### config.mk
export PLATFORM = sky130hd
export DESIGN_NAME = serial_adder_flat
export DESIGN_NICKNAME = d
export VERILOG_FILES = /design/src/rtl/serial_adder_if.sv /design/src/rtl/serial_adder.sv /design/src/flat_wrapper.sv
export SDC_FILE = /design/constraint.sdc
export NUM_CORES = 1
export LEC_CHECK = 0
export BUFFER_PORTS_ARGS = -buffer_cell sky130_fd_sc_hd__clkbuf_2
export CAP_MARGIN = 20
export CORE_UTILIZATION = 55
export CTS_BUF_LIST = sky130_fd_sc_hd__clkbuf_8
export CTS_CLUSTER_DIAMETER = 40
export DETAILED_ROUTE_END_ITERATION = 12
export GPL_TIMING_DRIVEN = 1
export HOLD_SLACK_MARGIN = 0.15
export PLACE_DENSITY = 0.79
export SKIP_LAST_GASP = 1
export SLEW_MARGIN = 25
export SYNTH_ARGS = -nofsm -noshare
export SYNTH_HDL_FRONTEND = slang
export SYNTH_SLANG_ARGS = --single-unit
### constraint.sdc
create_clock -name sys_clk -period 2.1 [get_ports sys_clk]
set_input_delay 0.42 -clock sys_clk [delete_from_list [all_inputs] [get_ports sys_clk]]
set_output_delay 0.42 -clock sys_clk [all_outputs]
set_load 0.05 [all_outputs]
### src/rtl/serial_adder_if.sv
// serial_adder_if: request/result bundle for serial_adder.
//   master : drives start, sub_mode, addend_1, addend_2, carry_in;
//            observes busy, done, sum_out, carry_out, overflow.
//   slave  : the adder side of the same signals.
interface serial_adder_if #(
  parameter int unsigned WIDTH = 8
);

  logic             start;
  logic             sub_mode;
  logic [WIDTH-1:0] addend_1;
  logic [WIDTH-1:0] addend_2;
  logic             carry_in;
  logic             busy;
  logic             done;
  logic [WIDTH-1:0] sum_out;
  logic             carry_out;
  logic             overflow;

  modport master (
    output start, sub_mode, addend_1, addend_2, carry_in,
    input  busy, done, sum_out, carry_out, overflow
  );

  modport slave (
    input  start, sub_mode, addend_1, addend_2, carry_in,
    output busy, done, sum_out, carry_out, overflow
  );

endinterface

### src/rtl/serial_adder.sv
// serial_adder: bit-serial add/subtract, one full-adder cell, LSB first.
//   sys_clk  : clock, all state on its rising edge
//   sys_rst  : synchronous active-high reset
//   io_bus   : serial_adder_if.slave
//     start/sub_mode/addend_1/addend_2/carry_in : request, captured on accept
//     busy      : high while a computation is running
//     done      : one-cycle pulse when sum_out/carry_out/overflow update
//     sum_out   : result, held until the next completion
//     carry_out : carry out of the MSB (subtract: 1 = no borrow)
//     overflow  : two's-complement overflow of the last result
// A result takes WIDTH edges after the accepting edge. The completing edge
// also accepts a new start, so back-to-back requests sustain one result
// every WIDTH cycles.
module serial_adder #(
  parameter int unsigned WIDTH = 8
) (
  input  logic           sys_clk,
  input  logic           sys_rst,
  serial_adder_if.slave  io_bus
);

  localparam int unsigned CNT_W = (WIDTH > 1) ? $clog2(WIDTH) : 1;
  localparam logic [CNT_W-1:0] LAST_BIT = CNT_W'(WIDTH - 1);

  typedef enum logic {
    ST_IDLE = 1'b0,
    ST_RUN  = 1'b1
  } state_t;

  state_t           r_state;
  logic [WIDTH-1:0] r_op_a;
  logic [WIDTH-1:0] r_op_b;
  logic [WIDTH-1:0] r_acc;
  logic             r_carry;
  logic             r_sub;
  logic [CNT_W-1:0] r_cnt;
  logic             r_busy;
  logic             r_done;
  logic [WIDTH-1:0] r_sum_out;
  logic             r_carry_out;
  logic             r_overflow;

  logic             w_a;
  logic             w_b;
  logic             w_s;
  logic             w_c;
  logic             w_last;
  logic             w_accept;
  logic [WIDTH-1:0] w_acc_next;

  // Full-adder cell; subtract inverts the second operand bit on the fly.
  assign w_a        = r_op_a[0];
  assign w_b        = r_op_b[0] ^ r_sub;
  assign w_s        = w_a ^ w_b ^ r_carry;
  assign w_c        = (w_a & w_b) | ((w_a ^ w_b) & r_carry);
  assign w_last     = (r_cnt == LAST_BIT);
  assign w_acc_next = {w_s, r_acc[WIDTH-1:1]};

  // Accept in IDLE, or on the completing RUN edge for back-to-back issue.
  assign w_accept   = io_bus.start &&
                      ((r_state == ST_IDLE) || ((r_state == ST_RUN) && w_last));

  // State, datapath and registered outputs.
  always_ff @(posedge sys_clk) begin
    if (sys_rst) begin
      r_state     <= ST_IDLE;
      r_op_a      <= '0;
      r_op_b      <= '0;
      r_acc       <= '0;
      r_carry     <= 1'b0;
      r_sub       <= 1'b0;
      r_cnt       <= '0;
      r_busy      <= 1'b0;
      r_done      <= 1'b0;
      r_sum_out   <= '0;
      r_carry_out <= 1'b0;
      r_overflow  <= 1'b0;
    end else begin
      r_done <= 1'b0;

      if (r_state == ST_RUN) begin
        r_op_a  <= r_op_a >> 1;
        r_op_b  <= r_op_b >> 1;
        r_acc   <= w_acc_next;
        r_carry <= w_c;
        if (w_last) begin
          // r_carry here is the carry into the MSB.
          r_sum_out   <= w_acc_next;
          r_carry_out <= w_c;
          r_overflow  <= r_carry ^ w_c;
          r_done      <= 1'b1;
          r_state     <= ST_IDLE;
          r_busy      <= 1'b0;
        end else begin
          r_cnt <= r_cnt + CNT_W'(1);
        end
      end

      // Later assignments override the shift/return above on accept.
      if (w_accept) begin
        r_op_a  <= io_bus.addend_1;
        r_op_b  <= io_bus.addend_2;
        r_sub   <= io_bus.sub_mode;
        r_carry <= io_bus.sub_mode ? 1'b1 : io_bus.carry_in;
        r_acc   <= '0;
        r_cnt   <= '0;
        r_state <= ST_RUN;
        r_busy  <= 1'b1;
      end
    end
  end

  assign io_bus.busy      = r_busy;
  assign io_bus.done      = r_done;
  assign io_bus.sum_out   = r_sum_out;
  assign io_bus.carry_out = r_carry_out;
  assign io_bus.overflow  = r_overflow;

endmodule

### src/flat_wrapper.sv
// flat-port wrapper written by rule: the top's interface ports become plain ports
module serial_adder_flat 
#(
  parameter int unsigned WIDTH = 8
)
  (sys_clk, sys_rst, io_bus_start, io_bus_sub_mode, io_bus_addend_1, io_bus_addend_2, io_bus_carry_in, io_bus_busy, io_bus_done, io_bus_sum_out, io_bus_carry_out, io_bus_overflow);
  serial_adder_if #(.WIDTH(WIDTH)) io_bus_i ();
  input  logic sys_clk;
  input  logic sys_rst;
  input wire logic [$bits(io_bus_i.start)-1:0] io_bus_start;
  input wire logic [$bits(io_bus_i.sub_mode)-1:0] io_bus_sub_mode;
  input wire logic [$bits(io_bus_i.addend_1)-1:0] io_bus_addend_1;
  input wire logic [$bits(io_bus_i.addend_2)-1:0] io_bus_addend_2;
  input wire logic [$bits(io_bus_i.carry_in)-1:0] io_bus_carry_in;
  output wire logic [$bits(io_bus_i.busy)-1:0] io_bus_busy;
  output wire logic [$bits(io_bus_i.done)-1:0] io_bus_done;
  output wire logic [$bits(io_bus_i.sum_out)-1:0] io_bus_sum_out;
  output wire logic [$bits(io_bus_i.carry_out)-1:0] io_bus_carry_out;
  output wire logic [$bits(io_bus_i.overflow)-1:0] io_bus_overflow;
  assign io_bus_i.start = io_bus_start;
  assign io_bus_i.sub_mode = io_bus_sub_mode;
  assign io_bus_i.addend_1 = io_bus_addend_1;
  assign io_bus_i.addend_2 = io_bus_addend_2;
  assign io_bus_i.carry_in = io_bus_carry_in;
  assign io_bus_busy = io_bus_i.busy;
  assign io_bus_done = io_bus_i.done;
  assign io_bus_sum_out = io_bus_i.sum_out;
  assign io_bus_carry_out = io_bus_i.carry_out;
  assign io_bus_overflow = io_bus_i.overflow;
  serial_adder #(.WIDTH(WIDTH)) u_core (.sys_clk(sys_clk), .sys_rst(sys_rst), .io_bus(io_bus_i));
endmodule
# Word level (Yosys, flattened, before mapping)
# Cells that the tools add are included.
[totals]
reg_bits = 42
inputBits = 21
word_cells = 47
out_inout_bits = 12
[op_classes]
n_mux = 14
bitwise_logic = 9
eq_ne = 1
n_reduce_logical = 10
n_addsub = 1
[op_table]
columns = ["op", "count"]
rows = [
  ["2-to-1 mux 8 bit", 4],
  ["2-to-1 mux 1 bit", 10],
  ["AND reduction 2 bit", 3],
  ["nonzero test 2 bit", 2],
  ["OR reduction 2 bit", 2],
  ["XOR 1 bit", 4],
  ["adder 3 x 1 -> 3 bit (second input constant)", 1],
  ["equality test 3 bit (second input constant)", 1],
  ["bitwise AND 1 bit", 2],
  ["logical AND 1 bit", 2],
  ["inverter 1 bit", 2],
  ["logical OR 1 bit", 1],
  ["OR 1 bit", 1],
]

# Logic depth before layout (Yosys ltp)
# Gate-level depths: netlist (run 1).
[depth]
depth_word = 6
depth_mapped = 7
ltp_nobuf = 5

# Least setup slack after synthesis (run 1)
# No wires, ideal clock.
[synth_timing]
path_type = "reg-to-reg"
startpoint = "reg u_core.r_cnt[0]"
endpoint = "reg u_core.r_op_b[4]"
synth_period_minus_slack_ns = 1.540
setup_slack_ns = 0.560
arrival_time_ns = 1.404
stages_incl_launch_ff = 7
path_cell_list = "dfxtp_1 -> ha_1 -> ha_1 -> nand2b_2 -> buf_4 -> a211oi_1 -> nor4_2"
[synth_via]
elab_chain_cells = 5
elab_cells_between_ends = 6
classes_between = "eq/ne: 1; mux: 1; reduce/logical: 4"
[synth_lines]
columns = ["item", "line", "text"]
rows = [
  ["from (decl)", "serial_adder.sv:36", "logic [CNT_W-1:0] r_cnt;"],
  ["from (signal assigned)", "serial_adder.sv:95", "r_cnt <= r_cnt + CNT_W'(1);"],
  ["equality test 3 bit *", "serial_adder.sv:56", "assign w_last = (r_cnt == LAST_BIT);"],
  ["net u_core.w_last", "serial_adder.sv:47", "logic w_last;"],
  ["logical AND 1 bit *", "serial_adder.sv:61", "((r_state == ST_IDLE) || ((r_state == ST_RUN) && w_last));"],
  ["logical OR 1 bit *", "serial_adder.sv:61", ""],
  ["logical AND 1 bit *", "serial_adder.sv:60", "assign w_accept = io_bus.start &&"],
  ["2-to-1 mux 8 bit or nonzero test 2 bit (tied branches)", "--", ""],
  ["to (signal assigned)", "serial_adder.sv:83", "r_op_b <= r_op_b >> 1;"],
  ["to (signal assigned)", "serial_adder.sv:102", "r_op_b <= io_bus.addend_2;"],
  ["to (decl)", "serial_adder.sv:32", "logic [WIDTH-1:0] r_op_b;"],
]
# Mark *: on every way through the listed nets, which the timed path passes. The rest lies on a longest branch.
# A chain may end at the register's enable or synchronous reset.

# Worst setup path in the final report (run 1)
[layout_timing]
startpoint = "reg u_core.r_cnt[0]"
endpoint = "reg u_core.r_acc[7]"
[layout_via]
elab_chain_cells = 5
[layout_lines]
columns = ["item", "line", "text"]
rows = [
  ["equality test 3 bit", "serial_adder.sv:56", ""],
  ["net u_core.w_last", "serial_adder.sv:47", ""],
  ["logical AND 1 bit", "serial_adder.sv:61", ""],
  ["logical OR 1 bit", "serial_adder.sv:61", ""],
  ["logical AND 1 bit", "serial_adder.sv:60", ""],
  ["OR reduction 2 bit (no source line)", "--", ""],
  ["to (signal assigned)", "serial_adder.sv:84", "r_acc <= w_acc_next;"],
  ["to (decl)", "serial_adder.sv:33", "logic [WIDTH-1:0] r_acc;"],
]
# The timed path passes the listed nets, and every way through them passes these cells.

==> results of run 1 <==
-- path summary, 6_finish.rpt --
check | cells past startpoint | slack (ns) | endpoint
max | 5 | 0.28 | u_core.r_acc[7]
min | 3 | 0.39 | u_core.r_sub
max reg2reg | 5 | 0.28 | u_core.r_acc[7]
min reg2reg | 2 | 0.46 | u_core.io_bus.overflow
-- cells by family (layout without fill, tap and decap cells) --
family,count (synthesis),after routing,share of synthesized area (%)
and+or+nand+nor,83,83,24.3
DFF,41,41,46.3
AOI/OAI and AO/OA,38,38,15.0
buffers and inverters,20,47,6.99
muxes,6,6,3.39
adders and majority gates,3,3,2.54
xor gates and xnor gates,3,3,1.48
-- critical path, cell delays in order, from the launching register on --
cell      delay [ns]
dfxtp_1         0.33
ha_1            0.20
ha_1            0.22
nand2b_2        0.40
a21o_1          0.39
a211oi_2        0.23
-- routing by layer --
layer	global-route usage, %	vias up	part of all wire [%]
met5	0	-	0
met4	10.2	0	1.9
met3	10.1	8	4.2
met2	42.0	24	53
met1	27.2	690	41
li1	-	736	-
-- report_power, final --
group	leakage, nW	total, mW	switching [mW]	internal (mW)
registers	0.335	0.837	0.0231	0.814
clock network	0.0626	0.642	0.259	0.382
logic	0.397	0.209	0.123	0.0854
total	0.795	1.69	0.406	1.28
-- synthesized netlist by cell type, drive strengths merged (2+ instances only) --
master  instances  share of area, %
a211oi         16               7.1
a21oi          12               3.4
a31oi           2              0.71
a32oi           2              0.99
buf            14               5.7
clkbuf          3              0.64
dfxtp          41                46
ha              2               1.4
inv             3              0.64
mux2i           6               3.4
nand2          22               4.7
nand3           2              0.56
nor2           29               7.1
nor3           13               3.7
nor4           13               6.7
o21ai           2              0.56
xnor2           3               1.5
-- state kept, by name, summed over array words and instances, names as in the netlist --
register,count
u_core.io_bus.sum_out,8
u_core.r_op_a,8
u_core.r_op_b,8
u_core.r_acc,7
u_core.r_cnt,3
u_core.io_bus.busy,1
u_core.io_bus.carry_out,1
u_core.io_bus.done,1
u_core.io_bus.overflow,1
u_core.r_carry,1
u_core.r_state,1
u_core.r_sub,1
-- metrics by stage --
stage,hold slack (ns),setup WS [ns],cell area (sq um)
2_1_floorplan,0.431,0.560,1770
3_3_place_gp,0.443,0.372,1900
3_5_place_dp,0.451,0.287,1900
4_1_cts,0.384,0.287,2020
5_1_grt,0.399,0.180,2020
6_report,0.386,0.284,2020
-- layout make-up --
type | count | share of cell area (%)
Inverter | 3 | 0.557
Multi-Input combinational cell | 133 | 40.9
Clock buffer | 6 | 4.09
Sequential cell | 41 | 40.6
Tap cell | 44 | 2.72
Timing Repair Buffer | 36 | 9.41
Clock inverter | 2 | 1.67
==> reports/qor.yml, run 1 <==
status: "complete, no violations"
synth-seq-cells: 41
period_share_pct: 86.5
async_flop_share_pct: 0
htree_num_levels: 2
drive_gt1_share_pct: 24.4
layout_common_cells: "41 x dfxtp_1, 32 x clkbuf_2, 28 x nor2_1"
io_buffer_count: 32
antenna_found_initial: 0
skew_ns: 0.00756
area_delta_synth_final_pct: 14.1
worstSetupStartpoint: "u_core.r_cnt[0]"
crit_path_end_kind: "flop"
multi_input_area_sq_um: 827
gp_congestion: 0.821
fin_total_pwr_mw: 1.69
hp-class: "in -> reg"
cap_violations: 0
layout.nets: 244
rsz0062_at_grt: "no"
grt.total_usage_pct: 24.7
seqCellArea_sq_um: 821
clk_pin_slew_ns: 0.08
post_cts_resized: 0
placedCellCount: 257
worstMarginPinSlew_ns: 0.482
cts.sinks: 41
power.density_nw_per_um2: 835
start_util_pct: 58.0
clk_path_buf_depth: 2
grt_max_degree: 24
ios: 33
path_class: "reg -> reg"
antenna_cells: 0
finalNonFillerCells: 265
startpoint_type: "flop"
worstPathMaxFanout: 23
cts_tree: "yes"
p_leak_nw: 0.795
n_fill_cell: 256
cts-root-buf: "clkbuf_8"
insertion_delay_ns: 0.30
synth_edf_count: 0
num_vias: 1458
ant_nets: 0
hold_start: "io_bus_sub_mode"
synthFlopType: "dfxtp_1"
dieWidth_microns: 58.8
cts_buffers: 5
post-cts-setup-buffers: 0
avgSynthCellArea_sq_um: 9.13
ys_types: 31
r2r-start: "u_core.r_cnt[0]"
hpwl_microns: 2640
fin_crit_ns: 1.82
fmax_mhz: 551
core-area_sq_um: 3050
cp.required_ns: 2.32
yosys_warnings: 0
die_area_sq_um: 3450
fp.dieH_microns: 58.8
ys_seq_area_share_pct: 46.3
gr-total-overflow: 0
wl_per_cell_microns: 13.7
viasPerCell: 5.50
utilization_pct: 66.2
syn_nets: 218
report.final.slew_viol_count: 0
setup_viol: 0
hold_viol: 0
worstPathArrival_ns: 2.04
netlist_instances: 194
final_common_cell: "dfxtp_1"
fin_setup_tns_ns: 0
drt_iter0_drc: 59
vdd_drop_max_uv: 567
slew_headroom_pct: 67.8
syn_area_sq_um: 1770
drt_wl_total_microns: 3630
drc: 0
hold_buffers: 0
firstDrtPassIters: 4
rows: 20
grt_pass1_vias: 1401
grt_pass1_wl_microns: 6230
(Power assumes the default switching activity.)
==> run 2, diff against run 1 <==
--- a/config.mk
+++ b/config.mk
@@ -7,13 +7,13 @@
 export LEC_CHECK = 0
 export BUFFER_PORTS_ARGS = -buffer_cell sky130_fd_sc_hd__clkbuf_2
 export CAP_MARGIN = 20
-export CORE_UTILIZATION = 55
+export CORE_UTILIZATION = 45
 export CTS_BUF_LIST = sky130_fd_sc_hd__clkbuf_8
 export CTS_CLUSTER_DIAMETER = 40
 export DETAILED_ROUTE_END_ITERATION = 12
 export GPL_TIMING_DRIVEN = 1
 export HOLD_SLACK_MARGIN = 0.15
-export PLACE_DENSITY = 0.79
+export PLACE_DENSITY = 0.67
 export SKIP_LAST_GASP = 1
 export SLEW_MARGIN = 25
 export SYNTH_ARGS = -nofsm -noshare
==> reports/qor.yml, run 2 (synthesis results as in run 1) <==
hold_buffers: 0  # unchanged
cpMostUsedCell: "ha_1"
period_share_pct: 88.1  # +1.6 points
p_leak_nw: 0.805  # +1.2%
drc: 0  # unchanged
startpoint_type: "flop"
antenna_cells: 0  # unchanged
die_area_sq_um: 4190  # +21%
worstPathMaxFanout: 23  # unchanged
cts-root-buf: "clkbuf_8"
antenna_found_initial: 0  # unchanged
hold_viol: 0  # unchanged
path_cells: "ha_1, ha_1, nand2b_2, a21o_1, a211oi_2"
io_buffer_count: 32  # unchanged
fin_crit_ns: 1.85  # +0.0334 ns
post_cts_resized: 0  # unchanged
power.density_nw_per_um2: 830  # -0.56%
vdd_drop_max_uv: 388  # -32%
path_delay_family: "compound AO/OA/AOI/OAI gates"
fin_total_pwr_mw: 1.69  # +0.42%
cts_buffers: 5  # unchanged
ant_nets: 0  # unchanged
htree_num_levels: 2  # unchanged
fmax_mhz: 541  # -1.8%
hpwl_microns: 2420  # -8.5%
wl_per_cell_microns: 12.9  # -5.5%
worstMarginPinSlew_ns: 0.538  # +0.0556 ns
clk_path_buf_depth: 2  # unchanged
n_fill_cell: 347  # +36%
worstPathArrival_ns: 2.06  # +0.02 ns
grt_max_degree: 25  # +4.2%
dieWidth_microns: 64.7  # +10%
wl_met3_microns: 128  # -17%
viasPerCell: 5.22  # -5.2%
gr-total-overflow: 0  # unchanged
cp.required_ns: 2.32  # about the same
grt.total_usage_pct: 18.7  # -6.0 points
multi_input_area_sq_um: 827  # unchanged
layout_common_cells: "41 x dfxtp_1, 32 x clkbuf_2, 28 x nor2_1"
status: "complete, no violations"
wl_met1_microns: 1850  # +24%
area_delta_synth_final_pct: 15.2
fin_setup_tns_ns: 0  # unchanged
cap_violations: 0  # unchanged
cp_slowest_stage_delay_ns: 0.40  # about the same
ios: 33  # unchanged
grt_pass1_vias: 1234  # -12%
core-area_sq_um: 3720  # +22%
insertion_delay_ns: 0.29  # about the same
path_class: "reg -> reg"
layout.nets: 246  # +0.82%
drt_iter0_drc: 83  # +41%
highest_layer: "met4"
wl_met2_microns: 1470  # -23%
skew_ns: 0.00329  # -0.00427 ns
cp_slowest_cell: "nand2b_2"
firstDrtPassIters: 4  # unchanged
clk_pin_slew_ns: 0.07  # about the same
num_vias: 1414  # -3.0%
seqCellArea_sq_um: 821  # unchanged
cts.sinks: 41  # unchanged
setup_viol: 0  # unchanged
drive_gt1_share_pct: 25.1  # +0.68 points
fp.dieH_microns: 64.7  # +10%
cts_tree: "yes"
post-cts-setup-buffers: 0  # unchanged
drt_wl_total_microns: 3510  # -3.3%
start_util_pct: 47.7  # -10 points
gp_congestion: 0.720  # -12%
hp-class: "in -> reg"
rows: 22  # +10%
slew_headroom_pct: 64.1  # -3.7 points
report.final.slew_viol_count: 0  # unchanged
grt_pass1_wl_microns: 5940  # -4.7%
rsz0062_at_grt: "no"
utilization_pct: 54.9  # -11 points
crit_path_end_kind: "flop"
final_common_cell: "dfxtp_1"
path_buf_inv: 0  # unchanged
## run 2: cell types whose count changed in the layout (fill, tap and decap cells not counted), sizes merged
cell / previous run / this run
buf: 4 / 6
## run 2: worst register-to-register path: stages, from the launching register on
cell and delay [ns]:
dfxtp_1 0.33, ha_1 0.20, ha_1 0.22, nand2b_2 0.40, a21o_1 0.40, a211oi_2 0.22
## run 2: final timing paths
kind,startpoint,to,slack (ns),cells past startpoint
min,io_bus_addend_2[7],u_core.r_op_b[7],0.40,3
max,u_core.r_cnt[0],u_core.r_acc[7],0.25,5
min reg2reg,u_core.io_bus.overflow,u_core.io_bus.overflow,0.46,2
max reg2reg,u_core.r_cnt[0],u_core.r_acc[7],0.25,5
## run 2: routing by layer
metal / track usage (%) / vias to the layer above
li1: - / 745
met1: 26.4 / 635
met2: 26.8 / 29
met3: 4.93 / 5
met4: 7.50 / 0
met5: 0 / -
## run 2: stage by stage
stage / std cells / setup slack, ns / area (sq um) / hold slack (ns)
after detailed placement: 263 / 0.281 / 1920 / 0.451
after floorplan: 194 / 0.560 / 1770 / 0.431
after global placement: 263 / 0.340 / 1920 / 0.445
final: 271 / 0.251 / 2040 / 0.399
after global routing: 271 / 0.0500 / 2040 / 0.415
after CTS: 271 / 0.262 / 2040 / 0.393
## run 2: power breakdown
group / leakage (nW) / total (mW) / switching, mW / internal (mW)
combinational: 0.407 / 0.208 / 0.121 / 0.0874
sequential: 0.335 / 0.839 / 0.0261 / 0.813
clock: 0.0626 / 0.647 / 0.264 / 0.383
total: 0.805 / 1.69 / 0.411 / 1.28
## run 2: area by class of cell
type | count | share of cell area (%)
multi-input combinational | 133 | 40.5
tap | 48 | 2.94
timing repair buffer | 38 | 10.1
sequential | 41 | 40.2
clock inverter | 2 | 1.66
clock buffer | 6 | 4.05
inverter | 3 | 0.552
